File: config.mk
export PLATFORM = sky130hd
export DESIGN_NAME = stream_demux_1_4
export DESIGN_NICKNAME = d
export VERILOG_FILES = /design/src/rtl/stream_demux_1_4.sv
export SDC_FILE = /design/constraint.sdc
export NUM_CORES = 1
export LEC_CHECK = 0
export CAP_MARGIN = 25
export CORE_ASPECT_RATIO = 0.8
export CORE_MARGIN = 3
export CORE_UTILIZATION = 36
export CTS_CLUSTER_DIAMETER = 100
export DETAILED_ROUTE_END_ITERATION = 8
export GPL_TIMING_DRIVEN = 0
export PLACE_DENSITY = 0.73
export SETUP_SLACK_MARGIN = 0.15
export SLEW_MARGIN = 15
export SYNTH_ARGS = -nofsm -noshare
export SYNTH_HDL_FRONTEND = slang
export SYNTH_SLANG_ARGS = --single-unit
File: constraint.sdc
create_clock -name clk -period 3 [get_ports clk]
set_input_delay 0.6 -clock clk [delete_from_list [all_inputs] [get_ports clk]]
set_output_delay 0.6 -clock clk [all_outputs]
set_load 0.005 [all_outputs]
File: src/rtl/stream_demux_1_4.sv
// stream_demux_1_4: routes one valid/ready stream to one of four output
// channels. The destination is taken from up_sel on the first beat of a
// packet and held until the last beat. Each channel owns a one-entry
// registered buffer, so the four consumers drain independently.
module stream_demux_1_4 #(
  parameter int WIDTH = 4
) (
  input  logic               clk,
  input  logic               rst,
  input  logic               up_valid,
  output logic               up_ready,
  input  logic [WIDTH-1:0]   up_data,
  input  logic [1:0]         up_sel,
  input  logic               up_last,
  output logic [3:0]         down_valid,
  input  logic [3:0]         down_ready,
  output logic [4*WIDTH-1:0] down_data,
  output logic [3:0]         down_last
);

  localparam logic [0:0] ST_UNLOCKED = 1'b0;
  localparam logic [0:0] ST_LOCKED   = 1'b1;

  logic [0:0]                r_state;
  logic [1:0]                r_lock_ch;
  logic [3:0]                r_valid;
  logic [3:0][WIDTH-1:0]     r_data;
  logic [3:0]                r_last;

  logic [1:0]                w_target;
  logic                      w_ready;
  logic                      w_accept;

  // Pick the destination: the locked channel mid-packet, otherwise up_sel.
  always_comb begin
    w_target = up_sel;
    case (r_state)
      ST_UNLOCKED: w_target = up_sel;
      ST_LOCKED:   w_target = r_lock_ch;
      default:     w_target = up_sel;
    endcase
  end

  // The target buffer can take a beat if it is empty or draining this cycle;
  // deliberately independent of up_valid.
  always_comb begin
    if (rst) begin
      w_ready = 1'b0;
    end else begin
      w_ready = !r_valid[w_target] || down_ready[w_target];
    end
  end

  assign w_accept = up_valid && w_ready;

  // Packet lock: taken on an accepted non-last beat, released on a last beat.
  always_ff @(posedge clk) begin
    if (rst) begin
      r_state   <= ST_UNLOCKED;
      r_lock_ch <= 2'd0;
    end else if (w_accept) begin
      if (up_last) begin
        r_state <= ST_UNLOCKED;
      end else begin
        r_state   <= ST_LOCKED;
        r_lock_ch <= w_target;
      end
    end
  end

  // Per-channel buffers: a load wins over a drain, so drain+load keeps valid
  // high with the new beat; an idle stalled channel holds its data.
  always_ff @(posedge clk) begin
    if (rst) begin
      r_valid <= 4'b0000;
      r_data  <= '0;
      r_last  <= 4'b0000;
    end else begin
      for (int k = 0; k < 4; k++) begin
        if (w_accept && (w_target == 2'(k))) begin
          r_valid[k] <= 1'b1;
          r_data[k]  <= up_data;
          r_last[k]  <= up_last;
        end else if (down_ready[k]) begin
          r_valid[k] <= 1'b0;
        end
      end
    end
  end

  assign up_ready   = w_ready;
  assign down_valid = r_valid;
  assign down_data  = r_data;
  assign down_last  = r_last;

endmodule

==> results.py, run 1 <==
metrics = {
    "grt": {
        "grt_max_degree": 17,
        "grt_antenna_before_repair": 0,
        "gr-total-overflow": 0,
        "grt_usage_pct": 15.4,
        "grt_pass1_wl_um": 5040,
        "grt_pass1_vias": 1032,
    },
    "worst_setup_path": {
        "critPathSlowestCell": "clkdlybuf4s50_1",
        "r2r-end": "down_data[8]",
        "worstPathCellList": "clkdlybuf4s50_1, nor2b_1, a211oi_1, a21oi_1, nor2_1, dlygate4sd2_1",
        "critPathBufInv": 2,
        "cp-start-kind": "input port",
        "critPathCaptureType": "output pin",
        "ff2ff_path_depth": 5,
        "cp_top_family": "buffers and inverters",
        "worstSetupPathType": "in -> out",
        "cp_slowest_stage_delay_ns": 0.41,
        "crit_arrival_ns": 2.04,
        "reg2reg_slack_ns": 1.11,
        "timing.rr.start": "r_state",
        "worst-path-max-fanout": 5,
        "crit_required_ns": 2.40,
    },
    "sta": {
        "fmax_mhz": 379,
        "fin_crit_ns": 2.64,
        "rsz0062_at_grt": "no",
        "period_share_pct": 87.9,
        "hold_viol_final": 0,
        "setup_viol": 0,
        "fin_skew_ns": 0.00319,
        "worst_pin_slew_ns": 0.526,
        "maxSlewHeadroom_pct": 64.7,
        "drv_slew": 0,
        "fin_hold_ws_ns": 0.496,
    },
    "floorplan": {
        "rows": 17,
        "start_util_pct": 40.1,
        "io_pins": 39,
        "die_w_um": 70.2,
        "core_area_mm2": 0.00296,
        "die_y_um": 57.3,
        "die_area_mm2": 0.00402,
    },
    "cts": {
        "htreeDepth": 1,
        "cts-root-buf": "clkbuf_8",
        "cts_hold_buf": 0,
        "clk_pin_slew_worst_paths_ns": 0.09,
        "worstSkewPairLatency_ns": 0.27,
        "cts_buffers": 3,
        "clock-sinks": 27,
        "cts_max_path_buffers": 2,
        "cts_tree": "done",
    },
    "synthesis": {
        "ys.flop_type": "dfxtp_1",
        "synth_cell_types": 27,
        "netlist_top_cells_count": "nor2_1 (31), dfxtp_1 (27), mux2i_1 (18)",
        "synth_area_leaders": "dfxtp_1 (46%), mux2i_1 (15%), nor2_1 (9.8%)",
        "ys_async_sr_fraction_pct": 0,
        "synthCells": 120,
        "yosysTopAreaCellShare_pct": 45.6,
        "synth.cell_area_mm2": 0.00119,
        "syn_nets": 134,
        "synth_edf_count": 0,
        "yosysTopAreaCell": "dfxtp_1",
        "syn-mean-instance-area_um2": 9.88,
        "synth_warnings": 0,
        "synth_seq_cells": 27,
        "yosys.cell_count.top_type": "nor2_1",
        "yosysSeqAreaShare_pct": 45.6,
    },
    "power_and_ir_drop": {
        "p_leak_uw": 0.000653,
        "irDropWorstVdd_mv": 0.312,
        "powerDensity_mw_per_mm2": 438,
    },
    "detailed_routing": {
        "wl_per_cell_um": 14.3,
        "viasPerCell": 5.04,
        "drc": 0,
        "vias": 1023,
        "drtAntennaViolNets": 0,
        "firstDrtPassIters": 5,
        "finalWirelength_um": 2910,
        "drt_iter0_drc": 69,
    },
    "outcome": {
        "status": "finished, final reports clean",
    },
    "placed_design": {
        "dp.cells": 196,
        "gp_congestion": 0.791,
        "placed_area_mm2": 0.00161,
        "numPortBuffers": 38,
        "hpwl_um": 2200,
    },
    "run": {
        "cap_violations": 0,
    },
    "cells_and_area": {
        "nNetsFinal": 180,
        "instances_no_fill": 203,
        "area_growth_pct": 43.2,
        "final_area_mm2": 0.00170,
        "antenna_cells": 0,
        "drive_gt1_share_pct": 12.7,
    },
    "min_path": {
        "min_path_cells": 2,
        "min_path_type": "reg -> reg",
        "hp-start": "down_last[3]",
        "whs_endpoint": "down_last[3]",
    },
}
[tightest hold or removal path, stage by stage (launching register included)]
cell and delay, ns:
dfxtp_1 0.33, a21oi_1 0.06, nor2_1 0.07
[sequential cells by signal, summed over array words and instances (netlist names)]
signal	count
down_data	16
down_last	4
down_valid	4
r_lock_ch	2
r_state	1
[layout by cell type (no fill, tap or decap), types with 2 or more instances in the layout]
cell and instances:
clkbuf_2 2, mux2_4 2, nand2_1 2, dfxtp_1 27, nor4_4 2, inv_1 3, nand2b_1 4, mux2i_1 18
nor2b_1 3, nor2_1 31, a211oi_1 2, clkdlybuf4s50_1 37, buf_4 3, mux2i_4 2, clkbuf_8 3, a21oi_1 5
nand3_1 3
[worst max path at each step]
stage / cells after the start / endpoint / slack, ns / from
after floorplan: 5 / up_ready / 1.07 / up_sel[0]
after global placement: 5 / up_ready / 0.006 / rst
after detailed placement: 7 / up_ready / -0.03 / up_sel[0]
after CTS: 6 / up_ready / 0.39 / down_ready[2]
after global routing: 6 / up_ready / 0.27 / down_ready[2]
final: 6 / up_ready / 0.36 / down_ready[2]
[power breakdown]
part,switching (µW),internal [µW]
Sequential,9.11,373
Combinational,70.6,80.7
Clock,117,94.4
Total,197,548
[what timing repair did]
action | CTS | global route
endpoints found under the setup margin | 1 | 0
setup buffers | 3 | 0
gates resized for setup | 5 | 0
[cells by family (layout without fill, tap and decap cells)]
group,after synthesis,in the layout,synth area share (%)
AOI/OAI and AO/OA,13,13,8.12
muxes,23,23,21.7
DFF,27,27,45.6
and+or+nand+nor,50,50,21.7
buffers and inverters,7,52,2.85
[layer usage]
layer,vias up,wire length [µm],track usage (%)
met3,5,132,3.70
met2,29,1490,27.3
met1,483,1270,19.1
li1,506,-,-
met4,0,21,3.28
met5,-,0,0
[layout make-up]
class | instances | area, µm²
fill | 239 | 1260
buffer | 4 | 25.0
multi-input combinational | 86 | 624
clock inverter | 1 | 7.51
sequential | 27 | 541
inverter | 3 | 11.3
timing repair buffer | 41 | 402
clock buffer | 3 | 41.3
tap | 38 | 47.5
[stage by stage]
step	utilization, %	setup TNS [ns]	worst slack, ns	power, µW
after global placement	54.6	0	0.00620	528
final	57.5	0	0.364	745
after global routing	57.5	0	0.268	778
after detailed placement	54.6	-0.0262	-0.0262	531
after CTS	57.5	0	0.386	750
after floorplan	-	0	1.07	470
(Power assumes the default switching activity.)
==> run 2: changes to the inputs <==
Settings changed: ABC_CLOCK_PERIOD_IN_PS set to 3000.
==> results of run 2 <==
No change in the layout: final DEF, timing and power equal those of run 1.
